### config.mk
export PLATFORM = sky130hd
export DESIGN_NAME = t09_edge_detector_array
export DESIGN_NICKNAME = d
export VERILOG_FILES = /design/src/rtl/t09_edge_detector_array.sv
export SDC_FILE = /design/constraint.sdc
export NUM_CORES = 1
export LEC_CHECK = 0
export CAP_MARGIN = 25
export CORE_MARGIN = 10
export CORE_UTILIZATION = 48
export CTS_BUF_LIST = sky130_fd_sc_hd__clkbuf_16
export DETAILED_ROUTE_END_ITERATION = 12
export PLACE_DENSITY_LB_ADDON = 0.12
export SYNTH_ARGS = -nofsm -noshare
export SYNTH_HDL_FRONTEND = slang
export SYNTH_SLANG_ARGS = --single-unit
### constraint.sdc
create_clock -name clk -period 2.31 [get_ports clk]
set_input_delay 0.462 -clock clk [delete_from_list [all_inputs] [get_ports clk]]
set_output_delay 0.462 -clock clk [all_outputs]
set_load 0.005 [all_outputs]
### src/rtl/t09_edge_detector_array.sv
// Input conditioner: per-channel synchroniser, debounce, mode-selected edge pulse and sticky flag.
// Latency: sig_i sampled at E0 -> level/pulse change after edge E0+SYNC_STAGES+DEB_CNT-1; flag one edge later.
// Backpressure: none; free-running every cycle, pulses are one cycle wide and latched into flags.
module t09_edge_detector_array #(
  parameter int WIDTH       = 7,
  parameter int SYNC_STAGES = 2,
  parameter int DEB_CNT     = 4,
  parameter int CNT_W       = $clog2(DEB_CNT + 1)
) (
  input  logic                 clk,
  input  logic                 rst,
  input  logic [WIDTH-1:0]     sig_i,
  input  logic [2*WIDTH-1:0]   mode_i,
  input  logic [WIDTH-1:0]     clr_i,
  output logic [WIDTH-1:0]     level_o,
  output logic [WIDTH-1:0]     pulse_o,
  output logic [WIDTH-1:0]     flag_o,
  output logic                 any_o
);

  // Count value at which a persisting new level is accepted.
  localparam logic [CNT_W-1:0] CNT_LAST = CNT_W'(DEB_CNT - 1);

  logic [WIDTH-1:0] sync_q [SYNC_STAGES];
  logic [WIDTH-1:0] sync_w;
  logic [CNT_W-1:0] cnt_q  [WIDTH];
  logic [CNT_W-1:0] cnt_d  [WIDTH];
  logic [WIDTH-1:0] stable_q, stable_d;
  logic [WIDTH-1:0] prev_q;
  logic [WIDTH-1:0] flag_q, flag_d;
  logic [WIDTH-1:0] rise_w, fall_w, pulse_w;

  // Synchroniser chain; stage 0 captures the raw asynchronous pins.
  always_ff @(posedge clk or posedge rst) begin
    if (rst) begin
      for (int s = 0; s < SYNC_STAGES; s++) begin
        sync_q[s] <= '0;
      end
    end else begin
      sync_q[0] <= sig_i;
      for (int s = 1; s < SYNC_STAGES; s++) begin
        sync_q[s] <= sync_q[s-1];
      end
    end
  end

  assign sync_w = sync_q[SYNC_STAGES-1];

  // Debounce: a differing synchronised value must persist DEB_CNT cycles before it is accepted.
  always_comb begin
    stable_d = stable_q;
    for (int n = 0; n < WIDTH; n++) begin
      cnt_d[n] = '0;
      if (sync_w[n] != stable_q[n]) begin
        if (cnt_q[n] == CNT_LAST) begin
          stable_d[n] = sync_w[n];
          cnt_d[n]    = '0;
        end else begin
          cnt_d[n] = cnt_q[n] + CNT_W'(1);
        end
      end
    end
  end

  // Edge terms gated by the per-channel mode: bit 0 enables rise, bit 1 enables fall.
  always_comb begin
    rise_w  = stable_q & ~prev_q;
    fall_w  = ~stable_q & prev_q;
    pulse_w = '0;
    for (int n = 0; n < WIDTH; n++) begin
      pulse_w[n] = (mode_i[2*n] & rise_w[n]) | (mode_i[2*n+1] & fall_w[n]);
    end
  end

  // Sticky flags: a pulse sets, a clear resets, and a coincident pulse beats the clear.
  always_comb begin
    flag_d = pulse_w | (flag_q & ~clr_i);
  end

  // Debounce state, edge history and flag registers.
  always_ff @(posedge clk or posedge rst) begin
    if (rst) begin
      for (int n = 0; n < WIDTH; n++) begin
        cnt_q[n] <= '0;
      end
      stable_q <= '0;
      prev_q   <= '0;
      flag_q   <= '0;
    end else begin
      for (int n = 0; n < WIDTH; n++) begin
        cnt_q[n] <= cnt_d[n];
      end
      stable_q <= stable_d;
      prev_q   <= stable_q;
      flag_q   <= flag_d;
    end
  end

  assign level_o = stable_q;
  assign pulse_o = pulse_w;
  assign flag_o  = flag_q;
  assign any_o   = |flag_q;

endmodule

==> run metrics <==
htree depth 2; outcome finished, final reports clean; total power 3.31 mW; Max Clock Freq 0.463 GHz; largest net degree at the start of global routing 57; port bufs 51; skew final 4.26 ps; post-synth net total 180; reg2reg path depth 3; Slowest-stage cell, CP clkdlybuf4s50_1; Critical Path Sink pulse_o[5]; Max Cap Viol 0; RSZ-0062 raised after global routing no; worst r2r src cnt_q[0]; routed len/inst 15.4 um; VDD IR max 0.000673 V; Die Y 85.3 um; CP dominant cell by count clkdlybuf4s50_1; drt via density 5.09; critical path arrival 1700 ps; Pleak 1.23 nW; core area 4060 sq um; Final ANT Viol Nets 0; Final Cycle Share 93.4%; Clk Latency, worst-skew pair 280 ps; Final setup viols 0; initial drt markers 103; Avg Synthesized Cell Area 14.3 sq um; Synth Instances 143; WS Path Type primary input to output port; Layout area overhead 36.9%; TritonCTS Buffers 5; CTS max path bufs 2; transition time of the tightest slew-check pin 332 ps; synth unique cells 16; Slowest Stage Delay on Critical Path 550 ps; ant diodes 0; Num Clock Sinks 56; synthesized area 2050 sq um; CTS clk-pin slew, worst paths 60 ps; Post-DP HPWL 2950 um; # IOs 52; # fillers 269; nets 239; Rel. slew slack 77.7%; gr ovfl total 0; GRT Overall Usage 11.0%; crit path from mode_i[10]; Hold WC Path Type register to register; Starting Density 50.4%; Final Hold Viols 0; Tmin final 2160 ps; Post-CTS Setup Inserts 0; critical path, cell by cell clkdlybuf4s50_1, nand2_1, o21ai_0, clkdlybuf4s50_1; row count 23; TNS Setup 0 ps; Startpoint Class primary input; critical path endpoint category output port; pwr dens 1180 nW/um^2; initial antenna violation count 0; die extent in x 85.3 um; fin. max-slew vios 0; ratio of cells with drive above 1 in the final layout 10.3%; Final Non-Filler Cells 253; RD Place Congestion 0.781; post-synthesis sequential area ratio 68.5%; die area 7270 sq um; clock root cell clkbuf_16; R2R Setup Slk 1100 ps; vias in the first global route 1,423; maximum fanout along the worst path 2; total number of vias 1,289; TritonCTS clock tree done; dpl cells 245; residual DRC count 0; drt first pass iters 4; Yosys warning count 0; Reg2Reg Capture Point level_o[6]; post-synthesis register bit count 56; Total Wirelength 3890 um; Post-CTS Hold Buffers 0; cts repair resizes 0; Worst EP required 1850 ps; first-pass GRT wire length 6620 um
## cells by family (layout without fill, tap and decap cells)
| logic type | Yosys count | count (layout) | synth area share [%] |
|---|---|---|---|
| flops | 56 | 56 | 68.5 |
| simple gates | 44 | 44 | 14.2 |
| compound gates | 14 | 14 | 4.71 |
| buf+inv | 8 | 68 | 1.47 |
| fa+ha+maj | 7 | 7 | 4.28 |
| xor+xnor | 7 | 7 | 3.00 |
| mux | 7 | 7 | 3.85 |
## through the flow
| stage | util (%) | setup slack, ps | hold slack [ps] | instance area, sq um |
|---|---|---|---|---|
| floorplan | - | 477 | 331 | 2050 |
| global placement | 65.0 | 159 | 332 | 2640 |
| detailed placement | 65.0 | 150 | 337 | 2640 |
| CTS | 69.0 | 142 | 352 | 2800 |
| global route | 69.0 | 86.8 | 361 | 2800 |
| finish | 69.0 | 152 | 350 | 2800 |
## routing by layer
layer,GRT usage (%),routed length [um],share of wire [%],vias up
li1,-,-,-,619
met1,12.0,1600,41,630
met2,19.3,2000,51,37
met3,4.11,262,6.7,3
met4,3.59,24,0.62,0
met5,0,0,0,-
## critical path: cells and delay by family
kind                   cells  cell delay [ps]
AOI/OAI and AO/OA          1              160
buffers and inverters      2             1010
and+or+nand+nor            1               60
## worst min-delay path by stage
stage | start | endpoint | slack, ps | cells after the start
finish | sync_q[9] | sync_w[2] | 350 | 0
CTS | sync_q[12] | sync_w[5] | 350 | 0
detailed placement | sync_q[12] | sync_w[5] | 340 | 0
global route | sync_q[13] | sync_w[6] | 360 | 0
global placement | sync_q[9] | sync_w[2] | 330 | 0
floorplan | sync_q[7] | sync_w[0] | 330 | 0
## cell usage in the layout, fill, tap and decap left out, drive strengths merged
cell type,instances
inv,8
bufinv,1
xnor2,7
o221ai,7
nor3,7
ha,7
nand3b,7
nand4,1
nor4,1
buf,1
clkinv,2
clkbuf,5
mux2,7
nor3b,12
clkdlybuf4s50,51
o21ai,7
nor2b,9
nand2,7
dfrtp,56
## cells in the mapped netlist (all sizes together)
master | count | area (sq um)
dfrtp | 56 | 1400
nor3b | 12 | 95.1
nor2b | 9 | 68.8
inv | 8 | 30.0
ha | 7 | 87.6
mux2 | 7 | 78.8
nand2 | 7 | 26.3
nand3b | 7 | 52.6
nor3 | 7 | 35.0
o21ai | 7 | 35.0
o221ai | 7 | 61.3
xnor2 | 7 | 61.3
nand4 | 1 | 6.26
nor4 | 1 | 6.26
## state kept, by name, summed over array words and instances (netlist names)
register	flops
sync_w	7
flag_o	7
sync_q	7
prev_q	7
cnt_q	21
level_o	7
## layout make-up
cell class	count	area [sq um]	area share, %
Inverter	8	30.0	1.07
Timing Repair Buffer	52	531	18.9
Sequential cell	56	1400	50.0
Clock inverter	3	37.5	1.34
Tap cell	50	62.6	2.23
Clock buffer	5	125	4.47
Multi-Input combinational cell	79	614	21.9
## where the power goes
part           internal [mW]  leakage (nW)  switching (mW)
combinational          0.633         0.452           0.363
clock                  0.503        0.0789           0.303
sequential              1.27         0.697           0.238
total                   2.41          1.23           0.904
(Power assumes the default switching activity.)
